--- src/rtl/dram_arbiter_pkg.sv ---
// Shared definitions for the data-RAM arbiter and the MEM stage that feeds it.
package dram_arbiter_pkg;

  // Default bus widths, also picked up by the MEM stage.
  localparam int DEF_ADDR_W = 32;
  localparam int DEF_DATA_W = 32;

  // Who currently drives the single-port data RAM.
  typedef enum logic {
    CPU_OWN = 1'b0,
    EXT_OWN = 1'b1
  } arb_state_e;

  // Bits needed to count from 0 up to and including 'limit' (at least one bit).
  function automatic int cnt_width(input int limit);
    return (limit < 1) ? 1 : $clog2(limit + 1);
  endfunction

endpackage

--- src/rtl/dram_arbiter_sat_counter.sv ---
// Saturating up-counter with synchronous clear; flags when it sits at LIMIT.
module sat_counter
  import dram_arbiter_pkg::*;
#(
  parameter int LIMIT = 7,
  parameter int WIDTH = cnt_width(LIMIT)
) (
  input  logic clk,
  input  logic rst,
  input  logic inc_i,
  input  logic clr_i,
  output logic at_lim_o
);

  logic [WIDTH-1:0] cnt_q, cnt_d;

  assign at_lim_o = (cnt_q == WIDTH'(LIMIT));

  // Next count: clear wins over increment, increment stops at LIMIT.
  always_comb begin
    // NOTE: default assignment first so no path leaves cnt_d unassigned (no latch).
    cnt_d = cnt_q;
    if (clr_i) begin
      cnt_d = '0;
    end else if (inc_i && !at_lim_o) begin
      cnt_d = cnt_q + 1'b1;
    end
  end

  // Count register.
  always_ff @(posedge clk or posedge rst) begin
    // NOTE: non-blocking assignments in clocked blocks avoid read/write ordering races.
    if (rst) begin
      cnt_q <= '0;
    end else begin
      cnt_q <= cnt_d;
    end
  end

endmodule

--- src/rtl/dram_arbiter.sv ---
// Arbitrates the single-port data RAM between the CPU MEM stage (priority)
// and an external loader/debug port, with starvation and burst limits.
module dram_arbiter
  import dram_arbiter_pkg::*;
#(
  parameter int ADDR_W     = DEF_ADDR_W,
  parameter int DATA_W     = DEF_DATA_W,
  parameter int STARVE_LIM = 8,
  parameter int MAX_BURST  = 4
) (
  input  logic              clk,
  input  logic              rst,
  input  logic              cpu_req,
  input  logic              cpu_we,
  input  logic [ADDR_W-1:0] cpu_addr,
  input  logic [DATA_W-1:0] cpu_wdata,
  output logic [DATA_W-1:0] cpu_rdata,
  output logic              cpu_stall,
  input  logic              ext_req,
  input  logic              ext_we,
  input  logic [ADDR_W-1:0] ext_addr,
  input  logic [DATA_W-1:0] ext_wdata,
  output logic              ext_gnt,
  output logic              ext_rvalid,
  output logic [DATA_W-1:0] ext_rdata,
  output logic              ext_owner,
  output logic [ADDR_W-1:0] ram_addr,
  output logic              ram_we,
  output logic [DATA_W-1:0] ram_din,
  input  logic [DATA_W-1:0] ram_dout
);

  arb_state_e        state_q, state_d;
  logic              ext_own, ext_xfer;
  logic              starve_inc, starve_clr, starve_at_lim;
  logic              burst_inc, burst_clr, burst_at_lim;
  logic              ext_rvalid_q;
  logic [DATA_W-1:0] ext_rdata_q;

  assign ext_own  = (state_q == EXT_OWN);
  assign ext_xfer = ext_own & ext_req;

  // RAM port follows the owner; CPU writes can only reach the RAM in CPU_OWN,
  // so a stalled store is replayed later rather than duplicated.
  assign ram_addr = ext_own ? ext_addr  : cpu_addr;
  assign ram_din  = ext_own ? ext_wdata : cpu_wdata;
  assign ram_we   = ext_own ? (ext_req & ext_we) : (cpu_req & cpu_we);

  // Stall depends on ext_* only through the registered state.
  assign cpu_rdata  = ram_dout;
  assign cpu_stall  = ext_own & cpu_req;
  assign ext_gnt    = ext_xfer;
  assign ext_owner  = ext_own;
  assign ext_rvalid = ext_rvalid_q;
  assign ext_rdata  = ext_rdata_q;

  // Ownership decision: ext takes an idle RAM or one it has waited too long for;
  // it gives it back when it goes idle or exhausts its burst against a waiting CPU.
  always_comb begin
    state_d = state_q;
    unique case (state_q)
      CPU_OWN: if (ext_req && (!cpu_req || starve_at_lim)) state_d = EXT_OWN;
      EXT_OWN: if (!ext_req || (cpu_req && burst_at_lim))  state_d = CPU_OWN;
      default: state_d = CPU_OWN;
    endcase
  end

  // Starvation counts contended CPU_OWN cycles; burst counts transfers made
  // while the CPU waits. Both restart whenever ownership changes.
  assign starve_inc = !ext_own & ext_req & cpu_req;
  assign starve_clr = !starve_inc | (state_d == EXT_OWN);
  assign burst_inc  = ext_xfer & cpu_req;
  assign burst_clr  = (state_d == CPU_OWN);

  sat_counter #(.LIMIT(STARVE_LIM - 1)) u_starve_cnt (
    .clk      (clk),
    .rst      (rst),
    .inc_i    (starve_inc),
    .clr_i    (starve_clr),
    .at_lim_o (starve_at_lim)
  );

  sat_counter #(.LIMIT(MAX_BURST - 1)) u_burst_cnt (
    .clk      (clk),
    .rst      (rst),
    .inc_i    (burst_inc),
    .clr_i    (burst_clr),
    .at_lim_o (burst_at_lim)
  );

  // Ownership state plus registered read return for the external port.
  always_ff @(posedge clk or posedge rst) begin
    if (rst) begin
      state_q      <= CPU_OWN;
      ext_rvalid_q <= 1'b0;
      ext_rdata_q  <= '0;
    end else begin
      state_q      <= state_d;
      ext_rvalid_q <= ext_xfer & !ext_we;
      if (ext_xfer && !ext_we) begin
        ext_rdata_q <= ram_dout;
      end
    end
  end

endmodule
--- config.mk ---
export PLATFORM = sky130hd
export DESIGN_NAME = dram_arbiter
export DESIGN_NICKNAME = d
export VERILOG_FILES = /design/src/rtl/dram_arbiter_pkg.sv /design/src/rtl/dram_arbiter_sat_counter.sv /design/src/rtl/dram_arbiter.sv
export SDC_FILE = /design/constraint.sdc
export NUM_CORES = 1
export LEC_CHECK = 0
export ABC_AREA = 1
export BUFFER_PORTS_ARGS = -buffer_cell sky130_fd_sc_hd__buf_2
export CAP_MARGIN = 20
export CORE_AREA = 2 2 116 118
export DETAILED_ROUTE_END_ITERATION = 7
export DIE_AREA = 0 0 118 120
export PLACE_DENSITY = 0.57
export RECOVER_POWER = 100
export SKIP_LAST_GASP = 1
export SLEW_MARGIN = 20
export SYNTH_ARGS = -nofsm -noshare
export SYNTH_HDL_FRONTEND = slang
export SYNTH_SLANG_ARGS = --single-unit
--- constraint.sdc ---
create_clock -name clk -period 3 [get_ports clk]
set_input_delay 0.15 -clock clk [delete_from_list [all_inputs] [get_ports clk]]
set_output_delay 0.15 -clock clk [all_outputs]
set_load 0.1 [all_outputs]
==> flow_summary.json <==
{
  "yosys.area_share.adder_pct": 1.45,
  "totalPowerFinal_mw": 3.73,
  "ioPinCount": 299,
  "p_sw_share_pct": 66.8,
  "globalplace.congestion": 0.798,
  "n_antenna_cell": 0,
  "crit_path_top_delay_cell": "clkbuf_1",
  "crit_type": "flip-flop to output port",
  "post-cts-setup-buffers": 0,
  "cpPeakStageDelay_ns": 0.88,
  "core_sq_um": 13000,
  "cts_sinks": 39,
  "hold_viol_final": 0,
  "max_slew_margin_pct": 17.6,
  "fin_setup_tns_ns": 0,
  "p_seq_share_pct": 19.0,
  "layout_commonest_cell": "nand2_1",
  "route.vias.total": 3326,
  "grt_pass1_vias": 3124,
  "required_ns": 2.85,
  "switching_power_mw": 2.49,
  "numCtsBuffers": 5,
  "synth_compound_gate_area_share_pct": 0.193,
  "gr-usage-all-layers_pct": 14.3,
  "power.density_nw_per_um2": 934,
  "cts_tree": "done",
  "fmax_mhz": 393,
  "cp-start-kind": "flip-flop",
  "ys.warnings.count": 0,
  "path_clk_slew_ns": 0.06,
  "drive_gt1_share_pct": 29.8,
  "setup_viol": 0,
  "antenna_found_initial": 0,
  "netlist_instances": 415,
  "grt_pass1_wl_mm": 16.1,
  "cp.arrival_ns": 2.40,
  "synth-simple-area-share_pct": 45.4,
  "syn-num-nets": 584,
  "worst_slew_pin_slew_ns": 1.24,
  "hpwl_mm": 8.35,
  "post-route-period-util_pct": 84.8,
  "grt_max_degree": 69,
  "postLayoutCoreUtil_pct": 30.8,
  "crit_top_cell": "nand2_1",
  "synthMuxAreaShare_pct": 0,
  "drt_iter0_markers": 162,
  "ctsHtreeMaxLevel": 2,
  "yosysSeqAreaShare_pct": 37.7,
  "area_growth_pct": 54.3,
  "finalWirelength_mm": 10.5,
  "synth_seq_cells": 39,
  "synthXorXnorAreaFrac_pct": 0,
  "hold_class": "primary input to flip-flop",
  "layout.nets": 842,
  "clk_root_buffer_cell": "clkbuf_16",
  "port_buffers": 298,
  "crit_end": "ram_addr[20]",
  "crit_path_end_kind": "output port",
  "holdBufCountCts": 1,
  "skew_ns": 0.00645,
  "ff2ff_path_depth": 7,
  "placed_cells": 841,
  "instances_no_fill": 850,
  "wl_per_cell_um": 12.3,
  "crit_fanout": 36,
  "grt_overflow_total": 0,
  "syn-mean-instance-area_sq_um": 6.24,
  "p_leak_nw": 2.42,
  "post_cts_resized": 0,
  "crit_chain": "inv_2, buf_12, nand2_1, nand2_1, clkbuf_1",
  "row_count": 42,
  "period_minus_slack_ns": 2.55,
  "drt_pre_antenna_iters": 4,
  "drc_errors": 0,
  "ir_drop_uv": 532,
  "slew_violations": 0,
  "reg2reg_slack_ns": 1.19,
  "rsz0062_at_grt": "no",
  "drtAntennaViolNets": 0,
  "r2r_start": "ext_owner",
  "outcome": "finished clean",
  "syn-cell-area_sq_um": 2590,
  "synth_top_family_by_area": "simple AND/OR/NAND/NOR gates",
  "ys_types": 15,
  "via_per_inst": 3.91,
  "die_area_sq_um": 14200,
  "r2r-end": "ext_rdata[29]",
  "clk_latency_ns": 0.28,
  "p_clk_share_pct": 13.5,
  "internal_power_mw": 1.24,
  "combPwrFrac_pct": 67.4,
  "layout_common_cells": "299 x nand2_1, 188 x buf_2, 112 x clkbuf_1, 38 x dfrtp_1, 8 x inv_1",
  "clk_path_buf_depth": 2,
  "die_w_um": 118,
  "cap_violations": 0,
  "die_y_um": 120,
  "start_util_pct": 20.0,
  "crit_start": "ext_owner"
}
## registers in the layout, summed over array words and instances, names as in the netlist
register	cells
u_burst_cnt.cnt_q	2
ext_owner	1
ext_rdata	32
ext_rvalid	1
u_starve_cnt.cnt_q	3
## worst min-delay path by stage
stage,startpoint,endpoint,depth (start not counted)
floorplan,ram_dout[0],ext_rdata[0],2
global placement,rst,ext_rdata[25],2
detailed placement,rst,ext_rdata[23],2
CTS,ram_dout[23],ext_rdata[23],3
global route,ram_dout[19],ext_rdata[19],3
finish,ram_dout[23],ext_rdata[23],3
## synthesized netlist by cell type, drive strengths merged
| master | number | area share, % |
|---|---|---|
| nor2 | 5 | 0.72 |
| clkinv | 1 | 0.19 |
| nand3 | 5 | 0.97 |
| nand2 | 299 | 43 |
| o21ai | 1 | 0.19 |
| clkbuf | 1 | 0.14 |
| dfrtp | 39 | 38 |
| or2 | 1 | 0.24 |
| ha | 3 | 1.4 |
| buf | 51 | 14 |
| inv | 9 | 1.3 |
## per-layer routing
| metal | track usage [%] | routed length, um | vias up |
|---|---|---|---|
| met1 | 18.8 | 4760 | 1418 |
| met3 | 3.14 | 867 | 10 |
| met4 | 4.37 | 170 | 0 |
| met5 | 0 | 0 | - |
| li1 | - | - | 1716 |
| met2 | 23.5 | 4670 | 182 |
## cell families (layout without fill, tap and decap cells)
kind of cell	after synthesis	count (layout)
flops	39	39
fa+ha+maj	3	3
buf+inv	62	321
simple gates	310	310
compound gates	1	1
## critical path: cells and delay by family (launching register included)
kind / cells / cell delay (ns)
buffers and inverters: 3 / 1.58
flip-flops: 1 / 0.40
AND/OR/NAND/NOR: 2 / 0.12
## power groups by stage
| stage | sequential [mW] | combinational (mW) | clock (mW) |
|---|---|---|---|
| detailed placement | 0.707 | 2.59 | 0 |
| floorplan | 1.57 | 1.31 | 0 |
| global placement | 0.716 | 2.59 | 0 |
| CTS | 0.708 | 2.59 | 0.530 |
| global route | 0.728 | 2.61 | 0.546 |
| finish | 0.710 | 2.52 | 0.506 |
## area by class of cell
cell class	count	area, sq um
Clock buffer	7	133
Clock inverter	1	5.00
Fill cell	1528	8980
Inverter	10	38.8
Multi-Input combinational cell	314	1210
Sequential cell	39	977
Tap cell	176	220
Timing Repair Buffer	303	1410
## through the flow
step                      cell area [sq um]  hold slack [ns]  setup slack (ns)
after floorplan                        2590            0.260             0.307
after global placement                 3990            0.105              1.11
after detailed placement               3990            0.106              1.11
after CTS                              4140           0.0639             0.807
after global routing                   4000           0.0809             0.340
final                                  4000           0.0729             0.455
No activity file was read; power rests on OpenSTA's default activity.
